[config.mk]
export PLATFORM = sky130hd
export DESIGN_NAME = sdram_port_arbiter
export DESIGN_NICKNAME = d
export VERILOG_FILES = /design/src/rtl/sdram_arb_pkg.sv /design/src/rtl/sdram_arb_tag_fifo.sv /design/src/rtl/sdram_port_arbiter.sv
export SDC_FILE = /design/constraint.sdc
export NUM_CORES = 1
export LEC_CHECK = 0
export BUFFER_PORTS_ARGS = -buffer_cell sky130_fd_sc_hd__buf_2
export CELL_PAD_IN_SITES_DETAIL_PLACEMENT = 0
export CELL_PAD_IN_SITES_GLOBAL_PLACEMENT = 1
export CORE_MARGIN = 3
export CORE_UTILIZATION = 25
export CTS_BUF_LIST = sky130_fd_sc_hd__clkbuf_2 sky130_fd_sc_hd__clkbuf_4 sky130_fd_sc_hd__clkbuf_8
export DETAILED_ROUTE_END_ITERATION = 12
export GPL_ROUTABILITY_DRIVEN = 0
export PLACE_DENSITY = 0.91
export SLEW_MARGIN = 20
export SYNTH_ARGS = -nofsm -noshare
export SYNTH_HDL_FRONTEND = slang
export SYNTH_HIERARCHICAL = 1
export SYNTH_SLANG_ARGS = --single-unit
[constraint.sdc]
create_clock -name clk -period 7.3 [get_ports clk]
set_input_delay 0.365 -clock clk [delete_from_list [all_inputs] [get_ports clk]]
set_output_delay 0.365 -clock clk [all_outputs]
set_load 0.02 [all_outputs]
[src/rtl/sdram_arb_pkg.sv]
// Shared encodings for the SDRAM port arbiter: arbiter states, owner status codes, read tags.
// No logic; latency and backpressure are defined by the modules that import it.
package sdram_arb_pkg;

    typedef enum logic [1:0] {
        IDLE   = 2'd0,
        GRANT0 = 2'd1,
        GRANT1 = 2'd2
    } arb_state_t;

    localparam logic [1:0] OWNER_IDLE = 2'b00;
    localparam logic [1:0] OWNER_M0   = 2'b01;
    localparam logic [1:0] OWNER_M1   = 2'b10;

    localparam logic TAG_M0 = 1'b0;
    localparam logic TAG_M1 = 1'b1;

endpackage

[src/rtl/sdram_arb_tag_fifo.sv]
// Owner-tag FIFO: one bit per outstanding read, naming the master that issued it.
// Latency: push visible at head next cycle; head is read combinationally.
// Backpressure: full/empty are judged on the registered count; push+pop in one cycle keeps the count.
module sdram_arb_tag_fifo #(
    parameter int DEPTH = 4
) (
    input  logic clk,
    input  logic reset_n,
    input  logic push,
    input  logic push_tag,
    input  logic pop,
    output logic head,
    output logic full,
    output logic empty
);

    localparam int PW = (DEPTH > 1) ? $clog2(DEPTH) : 1;

    logic [DEPTH-1:0] mem;
    logic [PW-1:0]    wr_ptr;
    logic [PW-1:0]    rd_ptr;
    logic [PW:0]      count;
    logic             do_push;
    logic             do_pop;

    assign full    = (count == (PW + 1)'(DEPTH));
    assign empty   = (count == '0);
    assign head    = mem[rd_ptr];
    assign do_pop  = pop && !empty;
    // A pop does not free a slot for a push in the same cycle.
    assign do_push = push && !full;

    always_ff @(posedge clk) begin
        if (!reset_n) begin
            wr_ptr <= '0;
            rd_ptr <= '0;
            count  <= '0;
        end else begin
            if (do_push) begin
                mem[wr_ptr] <= push_tag;
                wr_ptr      <= wr_ptr + 1'b1;
            end
            if (do_pop) begin
                rd_ptr <= rd_ptr + 1'b1;
            end
            case ({do_push, do_pop})
                2'b10:   count <= count + 1'b1;
                2'b01:   count <= count - 1'b1;
                default: count <= count;
            endcase
        end
    end

endmodule

[src/rtl/sdram_port_arbiter.sv]
// Two-master Avalon-MM arbiter for one SDRAM controller port: m0 fixed priority, m1 starvation guard.
// Latency: 1 cycle request-to-command, min 2 cycles per transfer; read data routed same cycle by tag.
// Backpressure: s_waitrequest holds the grant and is passed to the granted master; reads stall while tag FIFO full.
module sdram_port_arbiter
    import sdram_arb_pkg::*;
#(
    parameter int ADDR_W       = 25,
    parameter int DATA_W       = 16,
    parameter int BE_W         = 2,
    parameter int MAX_PENDING  = 4,
    parameter int STARVE_LIMIT = 8
) (
    input  logic              clk,
    input  logic              reset_n,

    input  logic [ADDR_W-1:0] m0_address,
    input  logic              m0_read,
    input  logic              m0_write,
    input  logic [DATA_W-1:0] m0_writedata,
    input  logic [BE_W-1:0]   m0_byteenable,
    output logic              m0_waitrequest,
    output logic [DATA_W-1:0] m0_readdata,
    output logic              m0_readdatavalid,

    input  logic [ADDR_W-1:0] m1_address,
    input  logic              m1_read,
    input  logic              m1_write,
    input  logic [DATA_W-1:0] m1_writedata,
    input  logic [BE_W-1:0]   m1_byteenable,
    output logic              m1_waitrequest,
    output logic [DATA_W-1:0] m1_readdata,
    output logic              m1_readdatavalid,

    output logic [ADDR_W-1:0] s_address,
    output logic              s_read,
    output logic              s_write,
    output logic [DATA_W-1:0] s_writedata,
    output logic [BE_W-1:0]   s_byteenable,
    input  logic              s_waitrequest,
    input  logic [DATA_W-1:0] s_readdata,
    input  logic              s_readdatavalid,

    output logic [1:0]        owner,
    output logic              err
);

    localparam int SW = $clog2(STARVE_LIMIT + 1);

    arb_state_t state;
    arb_state_t state_nxt;

    logic          fifo_full;
    logic          fifo_empty;
    logic          fifo_head;
    logic          fifo_push;
    logic          fifo_pop;
    logic          push_tag;

    logic          m0_req;
    logic          m1_req;
    logic          m1_starved;
    logic          m0_busy;
    logic          presented;
    logic          accept;
    logic          both_rw;
    logic [SW-1:0] starve_cnt;

    // A read counts as a request only if a tag slot is free at the start of the cycle.
    assign m0_req     = m0_read ? !fifo_full : m0_write;
    assign m1_req     = m1_read ? !fifo_full : m1_write;
    assign m1_starved = m1_req && (starve_cnt >= SW'(STARVE_LIMIT));

    always_ff @(posedge clk) begin
        if (!reset_n) begin
            state <= IDLE;
        end else begin
            state <= state_nxt;
        end
    end

    always_comb begin
        state_nxt      = state;
        s_address      = '0;
        s_writedata    = '0;
        s_byteenable   = '0;
        s_read         = 1'b0;
        s_write        = 1'b0;
        m0_waitrequest = 1'b1;
        m1_waitrequest = 1'b1;
        presented      = 1'b0;
        both_rw        = 1'b0;
        push_tag       = TAG_M0;
        owner          = OWNER_IDLE;

        unique case (state)
            IDLE: begin
                if (m0_req && !m1_starved) begin
                    state_nxt = GRANT0;
                end else if (m1_req) begin
                    state_nxt = GRANT1;
                end
            end
            GRANT0: begin
                s_address      = m0_address;
                s_writedata    = m0_writedata;
                s_byteenable   = m0_byteenable;
                s_read         = m0_read;
                s_write        = m0_write && !m0_read;
                m0_waitrequest = s_waitrequest;
                presented      = m0_read || m0_write;
                both_rw        = m0_read && m0_write;
                push_tag       = TAG_M0;
                owner          = OWNER_M0;
            end
            GRANT1: begin
                s_address      = m1_address;
                s_writedata    = m1_writedata;
                s_byteenable   = m1_byteenable;
                s_read         = m1_read;
                s_write        = m1_write && !m1_read;
                m1_waitrequest = s_waitrequest;
                presented      = m1_read || m1_write;
                both_rw        = m1_read && m1_write;
                push_tag       = TAG_M1;
                owner          = OWNER_M1;
            end
            default: begin
                state_nxt = IDLE;
            end
        endcase

        accept = presented && !s_waitrequest;
        // A granted master that withdraws its request releases the port rather than locking it.
        if ((state != IDLE) && (accept || !presented)) begin
            state_nxt = IDLE;
        end
    end

    assign fifo_push = accept && s_read;
    assign fifo_pop  = s_readdatavalid && !fifo_empty;

    sdram_arb_tag_fifo #(
        .DEPTH (MAX_PENDING)
    ) u_tag_fifo (
        .clk      (clk),
        .reset_n  (reset_n),
        .push     (fifo_push),
        .push_tag (push_tag),
        .pop      (fifo_pop),
        .head     (fifo_head),
        .full     (fifo_full),
        .empty    (fifo_empty)
    );

    assign m0_readdata      = s_readdata;
    assign m1_readdata      = s_readdata;
    assign m0_readdatavalid = fifo_pop && (fifo_head == TAG_M0);
    assign m1_readdatavalid = fifo_pop && (fifo_head == TAG_M1);

    // m1 is blocked both on the cycle m0 is picked and on m0's transfer cycle.
    assign m0_busy = (state == GRANT0) || ((state == IDLE) && (state_nxt == GRANT0));

    always_ff @(posedge clk) begin
        if (!reset_n) begin
            starve_cnt <= '0;
        end else if ((state == GRANT1) && accept) begin
            starve_cnt <= '0;
        end else if (m1_req && m0_busy && (starve_cnt < SW'(STARVE_LIMIT))) begin
            starve_cnt <= starve_cnt + 1'b1;
        end
    end

    always_ff @(posedge clk) begin
        if (!reset_n) begin
            err <= 1'b0;
        end else if (both_rw || (s_readdatavalid && fifo_empty)) begin
            err <= 1'b1;
        end
    end

endmodule

### After elaboration in Yosys (flattened, before gate mapping)

Index checks and enable logic that the tools add are counted.

| storage, ports and cells | value |
|---|---|
| flip-flop bits (word level) | 18 |
| input port bits | 110 |
| output and inout bits | 84 |
| logic and storage cells | 87 |

| operators by class | value |
|---|---|
| add/subtract/negate cells | 5 |
| magnitude comparators | 5 |
| equal/unequal tests | 6 |
| muxes and demuxes | 23 |
| bitwise operators | 2 |
| reductions and logical operators | 39 |

Operators with widths:

| cell | count |
|---|---|
| 25-bit case mux with 2 select lines | 1 |
| 16-bit case mux with 2 select lines | 1 |
| 1-bit logical AND | 20 |
| 2-bit case mux with 2 select lines | 3 |
| 1-bit case mux with 2 select lines | 4 |
| 1-bit zero test | 7 |
| 1-bit 2-to-1 mux | 7 |
| 2-bit by 1-bit equality test with 1-bit output, second input constant | 3 |
| 2-bit by 3-bit < comparator with 1-bit output, second input constant | 2 |
| 2-bit 2-to-1 mux | 3 |
| 3-bit case mux with 2 select lines | 1 |
| 1-bit logical OR | 5 |
| 2-bit by 1-bit adder with 2-bit output, second input constant | 2 |
| 4-bit by 1-bit adder with 4-bit output, second input constant | 1 |
| 4-bit bitwise mux | 1 |
| 2-bit equality test, second input constant | 2 |
| 4-bit greater-or-equal comparator, second input constant | 1 |
| 4-bit < comparator, second input constant | 1 |
| 2-bit nonzero test | 2 |
| 2-bit OR reduction | 2 |
| 3-bit by 1-bit adder with 3-bit output, second input constant | 1 |
| 3-bit equality test, second input constant | 1 |
| 3-bit zero test | 1 |
| 3-bit by 1-bit subtractor with 3-bit output, second input constant | 1 |
| other kinds (6) | 7 |

### Depth between registers and ports, before layout

Gate-level depths: netlist of run 1.

| depth | value |
|---|---|
| word-level depth | 14 |
| gate-level depth with buffers | 14 |
| depth with buffers taken out | 12 |

### By module

The synthesis of run 1 kept the hierarchy.

Modules (own cells, without submodules):

| module | instances | cells each | area each (sq um) | seq. area each (sq um) |
|---|---|---|---|---|
| sdram_port_arbiter | 1 | 202 | 1353.8 | 140.1 |
| sdram_arb_tag_fifo | 1 | 56 | 591.8 | 260.2 |

### Worst setup path after synthesis of run 1

No wires, ideal clock.

| timing | value |
|---|---|
| kind | register -> register |
| start | reg state[1] |
| end | reg u_tag_fifo.count[2] |
| library setup time | 0.070 ns |
| arrival | 2.672 ns |
| data required time | 7.230 ns |
| path slack | 4.558 ns |
| cell stages (with the launch flop) | 15 |
| buffers on the path | 2 |
| period minus slack after synthesis | 2.742 ns |
| cell sequence | dfxtp_1 inv_1 ha_1 buf_2 a22oi_1 nor3_1 nor2b_1 clkbuf_2 inv_1 ha_1 inv_1 fa_1 xor2_1 or3_1 a21boi_1 |

| on the way | value |
|---|---|
| longest elaborated chain between the ends | 7 |
| elaborated cells on any way between the ends | 11 |
| classes of those cells | eq/ne (4); mux (3); reduce/logical (4) |

Ends and longest elaborated chain:

| what | line | text |
|---|---|---|
| start, declared | sdram_port_arbiter.sv:49 | `arb_state_t state;` |
| start signal, assigned | sdram_port_arbiter.sv:77 | `state <= state_nxt;` |
| 2-bit equality test / 2-bit by 1-bit equality test with 1-bit output (equally long branches) | sdram_port_arbiter.sv:95 | `unique case (state)` |
| 1-bit case mux with 2 select lines | sdram_port_arbiter.sv:95 |  |
| 1-bit logical AND | sdram_port_arbiter.sv:132 | `accept = presented && !s_waitrequest;` |
| 1-bit logical AND * | sdram_port_arbiter.sv:139 | `assign fifo_push = accept && s_read;` |
| via fifo_push | sdram_port_arbiter.sv:55 | `logic fifo_push;` |
| 1-bit logical AND * | sdram_arb_tag_fifo.sv:31 | `assign do_push = push && !full;` |
| 2-bit by 1-bit equality test with 1-bit output / 2-bit equality test (equally long branches) | sdram_arb_tag_fifo.sv:46 | `case ({do_push, do_pop})` |
| 3-bit case mux with 2 select lines / 2-bit nonzero test (equally long branches) | -- |  |
| end signal, assigned | sdram_arb_tag_fifo.sv:47 | `2'b10: count <= count + 1'b1;` |
| end signal, assigned | sdram_arb_tag_fifo.sv:48 | `2'b01: count <= count - 1'b1;` |
| end signal, assigned | sdram_arb_tag_fifo.sv:49 | `default: count <= count;` |
| end, declared | sdram_arb_tag_fifo.sv:22 | `logic [PW:0] count;` |

The timed path passes the listed nets; every way through them passes the cells marked *.
A chain may end at the register's enable or synchronous reset.

### Worst setup path after layout of run 1

| timing | value |
|---|---|
| start | reg state[1] |
| end | reg u_tag_fifo.count[1] |

The elaborated chain is that of the path after synthesis.

==> results.md, run 1 <==
- Most common flop cell mapped by yosys: sky130_fd_sc_hd__dfxtp_1
- Type of destination of the critical path: flop
- Synth area leader: sky130_fd_sc_hd__a22oi_1
- Worst R2R End: u_tag_fifo/count[1]
- Initial antenna violation count: 0
- TritonCTS sink count: 18
- Reg-to-reg critical path startpoint: state[1]
- Hold Path Class: input pin to flop
- Area growth from synthesis to layout: 30.48%
- Number of H-tree branching levels: 1
- Iteration count of the initial detailed-routing pass: 4
- Arrival time reported for the critical path endpoint: 3.61 ns
- Post-placement setup slack: 3.926 ns
- Grt met3 use: 2.404%
- Number of gates given a new drive strength after cts: 0
- Unrepaired setup endpoints after global routing: false
- Placed wire-length estimate: 5.414 mm
- Synthesized instance count: 258
- Setup slack of the critical path after layout: 3.888 ns
- Hold Violations, Final: 0
- Worst skew pair latency: 0.25 ns
- Actual slew at the worst max-slew pin: 0.9774 ns
- Cell area power density: 167.4 nW/um^2
- Post-route core utilization: 34.27%
- Global routing usage summed across all routing layers: 13.54%
- I/O pin count: 194
- Violation count after the first detailed-route iteration: 132
- Cell depth of the worst min-delay path: 3
- Setup Skew: 0.002690 ns
- Crit share post-route: 46.74%
- Dpl cell area: 2494 sq um
- Port Buf Inserts: 145
- Lkg Pwr: 0.001234 uW
- Total power: 425.1 uW
- Clock input transition at the sequential cells of the worst setup and hold paths: 0.07 ns
- Synthesis Warnings: 6
- Worst rel slew slack: 34.84%
- GR peak layer: met2
- Detailed-route vias per instance: 4.764
- Final setup vio count: 0
- Timing-limited maximum frequency: 293.1 MHz
- Post-route antenna net violation count: 0
- Endpoint of the worst hold-timing path: err
- Post-synthesis instance area: 1946 sq um
- Portion of the post-synthesis area used by sequential elements: 20.58%
- Required time at the endpoint of the critical path: 7.50 ns
- Die H: 94.22 um
- Vias in the first global route: 2027
- Die Span X: 94.22 um
- Async SR Flop Fraction: 0%
- Commonest non-fill, non-tap cells in the layout: sky130_fd_sc_hd__buf_2 (145), sky130_fd_sc_hd__nor2_1 (48), sky130_fd_sc_hd__a22oi_1 (44)
- Number of enable flip-flop cells after synthesis: 4
- Effective utilization at floorplan: 26.26%
- Detailed-route via count: 2182
- Final routed wire length divided by cell count: 14.30 um
- Startpoint types: flop
- Net count after synthesis: 380
- Diodes inserted: 0
- Outcome: complete, no violations
- Clock tree from TritonCTS: done
- Buffers from clock root to sink, at most: 2
- Dominant cells by area after synthesis: sky130_fd_sc_hd__a22oi_1 (17%), sky130_fd_sc_hd__dfxtp_1 (14%), sky130_fd_sc_hd__buf_4 (12%)
- Final instance area: 2539 sq um
- First-pass GRT wire length: 9.811 mm
- Top-area cell type share of the netlist area: 16.98%
- Cell variety after synth: 47
- Wire length after detailed routing: 6.549 mm
- Total negative slack: 0 ns
- Count of hold-fix buffers inserted at cts: 0
- Critical path start-end classification: flop to flop
- Hold path startpoint: s_readdatavalid
- Met1 layer usage reported by global route: 17.43%
- Post-Syn Area per Cell: 7.541 sq um
- Maximum number of pins on one net before global-route repair: 52
- Total CTS buffers: 3
- Largest fanout on the critical path: 51
- Reg2reg path depth: 11
- Remaining global-route overflow: 0
- Post-CTS Setup Bufs: 0
- Core Footprint: 7408 sq um
- Total die area: 8877 sq um
- Flip-flop and latch count after synthesis: 18
- Fraction of final layout cells sized beyond drive strength 1: 44.01%
- Count of pins over their slew limit: 0
- Clock Root Buffer: sky130_fd_sc_hd__clkbuf_8
- Global-route met2 utilization: 22.75%
- Max Cap Violations: 0
- DRC violation count after routing: 0
- Fillers: 795
- Total Nets Final: 482
- Post-layout minimum cycle time: 3.412 ns
- Commonest non-fill, non-tap cell in the layout: sky130_fd_sc_hd__buf_2
- Std cell rows: 31
- Minimum setup slack among reg-to-reg paths: 3.89 ns
- Worst ir drop on vdd: 0.07672 mV
## metal layers
metal / wire length, um / share of wire [%] / vias up
met3: 486 / 7.4 / 17
li1: - / - / 1084
met2: 3124 / 48 / 106
met4: 185 / 2.8 / 0
met1: 2753 / 42 / 975
met5: 0 / 0 / -
## area by class of cell
cell class,count,area (sq um),share of cell area (%)
repair buffers,147,740.7,29.18
flip-flops and latches,18,400.4,15.77
clock inverters,1,3.754,0.1479
well taps,99,123.9,4.879
clock buffers,3,41.29,1.626
multi-input cells,178,1184,46.62
inverters,12,45.04,1.774
## critical path, cell delays in order (launching register included)
cell,delay [ns]
sky130_fd_sc_hd__dfxtp_1,0.33
sky130_fd_sc_hd__inv_1,0.17
sky130_fd_sc_hd__ha_2,0.87
sky130_fd_sc_hd__a22oi_1,0.20
sky130_fd_sc_hd__nor3_1,0.16
sky130_fd_sc_hd__nor2b_1,0.43
sky130_fd_sc_hd__inv_1,0.11
sky130_fd_sc_hd__ha_1,0.25
sky130_fd_sc_hd__inv_1,0.07
sky130_fd_sc_hd__fa_1,0.42
sky130_fd_sc_hd__o21ai_0,0.19
sky130_fd_sc_hd__and2_1,0.14
## kinds of logic (layout without fill, tap and decap cells)
logic type,count (synthesis),in the layout,share of synthesized area (%)
adders and majority gates,12,12,8.103
buffers and inverters,62,163,18.71
DFF,18,18,20.58
AOI/OAI and AO/OA,72,72,27.78
xor gates and xnor gates,2,2,0.9005
and+or+nand+nor,89,89,21.74
muxes,3,3,2.186
## worst max-delay path by stage
stage	startpoint	to	slack [ns]
global route	state[1]	u_tag_fifo/count[1]	3.62
global placement	state[1]	u_tag_fifo/count[2]	4.15
finish	state[1]	u_tag_fifo/count[1]	3.89
floorplan	state[1]	u_tag_fifo/count[2]	4.56
detailed placement	state[1]	u_tag_fifo/count[1]	3.93
CTS	state[1]	u_tag_fifo/count[1]	3.90
## power breakdown
| group | internal, uW | leakage, uW | switching [uW] |
|---|---|---|---|
| Combinational | 86.9 | 0.00106 | 155 |
| Sequential | 108 | 0.000151 | 4.49 |
| Clock | 37.4 | 0.0000231 | 33.6 |
| Total | 232 | 0.00123 | 193 |
## per-stage QoR
| stage | hold WS (ns) | std cells |
|---|---|---|
| floorplan | 0.4618 | 258 |
| global placement | 0.4791 | 454 |
| detailed placement | 0.4873 | 454 |
| CTS | 0.4141 | 458 |
| global route | 0.4387 | 458 |
| finish | 0.4085 | 458 |
## synth_stat cells (6+ instances only)
master	number
sky130_fd_sc_hd__buf_2	8
sky130_fd_sc_hd__ha_1	11
sky130_fd_sc_hd__nor2_1	48
sky130_fd_sc_hd__nand2_1	11
sky130_fd_sc_hd__dfxtp_1	14
sky130_fd_sc_hd__clkbuf_1	7
sky130_fd_sc_hd__a22oi_1	44
sky130_fd_sc_hd__inv_1	12
sky130_fd_sc_hd__buf_4	32
sky130_fd_sc_hd__nand3_1	6
## sequential cells by signal, indices dropped and copies added, names as in the netlist
register           cells
starve_cnt             4
u_tag_fifo/mem         4
u_tag_fifo/count       3
state                  2
u_tag_fifo/rd_ptr      2
u_tag_fifo/wr_ptr      2
err                    1
Power figures use the tool's default switching activity.
==> run 2: changes to the inputs <==
--- a/config.mk
+++ b/config.mk
@@ -9,11 +9,11 @@
 export CELL_PAD_IN_SITES_DETAIL_PLACEMENT = 0
 export CELL_PAD_IN_SITES_GLOBAL_PLACEMENT = 1
 export CORE_MARGIN = 3
-export CORE_UTILIZATION = 25
+export CORE_UTILIZATION = 21
 export CTS_BUF_LIST = sky130_fd_sc_hd__clkbuf_2 sky130_fd_sc_hd__clkbuf_4 sky130_fd_sc_hd__clkbuf_8
 export DETAILED_ROUTE_END_ITERATION = 12
 export GPL_ROUTABILITY_DRIVEN = 0
-export PLACE_DENSITY = 0.91
+export PLACE_DENSITY = 0.81
 export SLEW_MARGIN = 20
 export SYNTH_ARGS = -nofsm -noshare
 export SYNTH_HDL_FRONTEND = slang
==> constraint.sdc (replaced) <==
create_clock -name clk -period 3.1 [get_ports clk]
set_input_delay 0.155 -clock clk [delete_from_list [all_inputs] [get_ports clk]]
set_output_delay 0.155 -clock clk [all_outputs]
set_load 0.02 [all_outputs]
==> results.md, run 2 (synthesis results as in run 1) <==
- Iteration count of the initial detailed-routing pass: 5 (+1)
- Unrepaired setup endpoints after global routing: false
- Required time at the endpoint of the critical path: 3.28 ns (-4.22 ns)
- Clock Root Buffer: sky130_fd_sc_hd__clkbuf_8
- Outcome: complete, no violations
- Worst rel slew slack: 64.56% (+30 points)
- Crit share post-route: 84.29% (+38 points)
- Number of H-tree branching levels: 1 (unchanged)
- Count of pins over their slew limit: 0 (unchanged)
- Core Footprint: 8848 sq um (+19%)
- Post-layout minimum cycle time: 2.613 ns (-0.7988 ns)
- Diodes inserted: 0 (unchanged)
- Total power: 1001 uW (+140%)
- Wire length after detailed routing: 6.374 mm (-2.7%)
- Die Span X: 102.3 um (+8.5%)
- Type of destination of the critical path: flop
- Lkg Pwr: 0.001243 uW (+0.73%)
- Hold Violations, Final: 0 (unchanged)
- I/O pin count: 194 (unchanged)
- Worst R2R End: u_tag_fifo/count[2]
- Die H: 102.3 um (+8.5%)
- Arrival time reported for the critical path endpoint: 2.80 ns (-0.81 ns)
- Count of hold-fix buffers inserted at cts: 0 (unchanged)
- Post-CTS Setup Bufs: 0 (unchanged)
- Total CTS buffers: 3 (unchanged)
- Hold Path Class: input pin to flop
- Minimum setup slack among reg-to-reg paths: 0.49 ns (-3.40 ns)
- Violation count after the first detailed-route iteration: 103 (-22%)
- Startpoint types: flop
- Clock tree from TritonCTS: done
- Clock input transition at the sequential cells of the worst setup and hold paths: 0.07 ns (about the same)
- Commonest non-fill, non-tap cells in the layout: sky130_fd_sc_hd__buf_2 (145), sky130_fd_sc_hd__nor2_1 (48), sky130_fd_sc_hd__a22oi_1 (44)
- DRC violation count after routing: 0 (unchanged)
- Actual slew at the worst max-slew pin: 0.5317 ns (-0.4458 ns)
- Max Cap Violations: 0 (unchanged)
- Commonest non-fill, non-tap cell in the layout: sky130_fd_sc_hd__buf_2
- Cell area power density: 389.9 nW/um^2 (+130%)
- Total die area: 10460 sq um (+18%)
- Vias in the first global route: 2015 (-0.59%)
- Global routing usage summed across all routing layers: 11.56% (-2.0 points)
- TritonCTS sink count: 18 (unchanged)
- Remaining global-route overflow: 0 (unchanged)
- Buffers from clock root to sink, at most: 2 (unchanged)
- Port Buf Inserts: 145 (unchanged)
- Reg2reg path depth: 13 (+2)
- Endpoint of the worst hold-timing path: err
- Reg-to-reg critical path startpoint: state[1]
- Initial antenna violation count: 1 (+1)
- Cell depth of the worst min-delay path: 3 (unchanged)
- Setup Skew: 0.003317 ns (+0.0006264 ns)
- Largest registers: starve_cnt (4), u_tag_fifo/mem (4), u_tag_fifo/count (3)
- Fraction of final layout cells sized beyond drive strength 1: 44.60% (+0.59 points)
- Final routed wire length divided by cell count: 13.59 um (-5.0%)
- First-pass GRT wire length: 9.818 mm (about the same)
- Hold path startpoint: s_readdatavalid
- Detailed-route vias per instance: 4.629 (-2.8%)
- Detailed-route via count: 2171 (-0.50%)
- Std cell rows: 34 (+9.7%)
- Total negative slack: 0 ns (unchanged)
- Total Nets Final: 484 (+0.41%)
- Largest fanout on the critical path: 7 (-86%)
- Effective utilization at floorplan: 21.99% (-4.3 points)
- Final setup vio count: 0 (unchanged)
- Critical path start-end classification: flop to flop
- Timing-limited maximum frequency: 382.7 MHz (+31%)
- Post-route antenna net violation count: 0 (unchanged)
- Area growth from synthesis to layout: 31.96%
- Worst ir drop on vdd: 0.1991 mV (+160%)
- Number of gates given a new drive strength after cts: 0 (unchanged)
- Worst skew pair latency: 0.25 ns (about the same)
- Maximum number of pins on one net before global-route repair: 52 (unchanged)
- Placed wire-length estimate: 5.081 mm (-6.2%)
[run 2: worst max-delay path, stage by stage, from the launching register on]
cell and delay [ns]:
sky130_fd_sc_hd__dfxtp_1 0.36, sky130_fd_sc_hd__inv_1 0.13, sky130_fd_sc_hd__ha_1 0.34, sky130_fd_sc_hd__inv_1 0.08, sky130_fd_sc_hd__nor3_1 0.05, sky130_fd_sc_hd__nor2b_1 0.13, sky130_fd_sc_hd__buf_4 0.17, sky130_fd_sc_hd__inv_1 0.05
sky130_fd_sc_hd__ha_1 0.17, sky130_fd_sc_hd__inv_1 0.06, sky130_fd_sc_hd__fa_1 0.38, sky130_fd_sc_hd__xor2_1 0.16, sky130_fd_sc_hd__or3_1 0.31, sky130_fd_sc_hd__a21boi_1 0.14
[run 2: layout make-up]
class,count,area [sq um]
Clock inverter,1,3.754
Inverter,12,45.04
Sequential cell,18,400.4
Timing Repair Buffer,149,755.7
Tap cell,108,135.1
Clock buffer,3,41.29
Fill cell,977,6281
Multi-Input combinational cell,178,1186
[run 2: power by group]
part           internal [uW]  switching (uW)  total [uW]  leakage, uW
combinational            205             365         570      0.00107
clock                   88.0            78.2         166    0.0000231
sequential               254            10.3         265     0.000151
total                    548             453        1000      0.00124
[run 2: stage by stage]
stage | setup slack [ns] | instance area (sq um) | cells | hold WS (ns) | util [%]
after floorplan | 0.3576 | 1946 | 258 | 0.2832 | -
after global placement | 0.6031 | 2522 | 465 | 0.3102 | 28.51
after detailed placement | 0.4679 | 2522 | 465 | 0.3102 | 28.51
after CTS | 0.4500 | 2567 | 469 | 0.1873 | 29.02
after global routing | 0.3274 | 2567 | 469 | 0.2373 | 29.02
final | 0.4870 | 2567 | 469 | 0.1965 | 29.02
[run 2: how the worst max path moves through the flow]
| stage | depth (start not counted) | startpoint | slack [ns] | end |
|---|---|---|---|---|
| 6_report | 13 | state[1] | 0.49 | u_tag_fifo/count[2] |
| 5_1_grt | 13 | state[1] | 0.33 | u_tag_fifo/count[2] |
| 4_1_cts | 13 | state[1] | 0.45 | u_tag_fifo/count[2] |
| 3_5_place_dp | 13 | state[1] | 0.47 | u_tag_fifo/count[2] |
| 3_3_place_gp | 13 | state[1] | 0.60 | u_tag_fifo/count[2] |
| 2_1_floorplan | 14 | state[1] | 0.36 | u_tag_fifo/count[2] |
[run 2: per-layer routing]
layer	vias up	global-route usage [%]	wire length (um)	part of all wire, %
li1	1082	-	-	-
met1	990	14.23	2474	39
met2	87	20.79	3380	53
met3	10	2.389	442	6.9
met4	2	2.321	62	0.97
met5	-	0	13	0.20
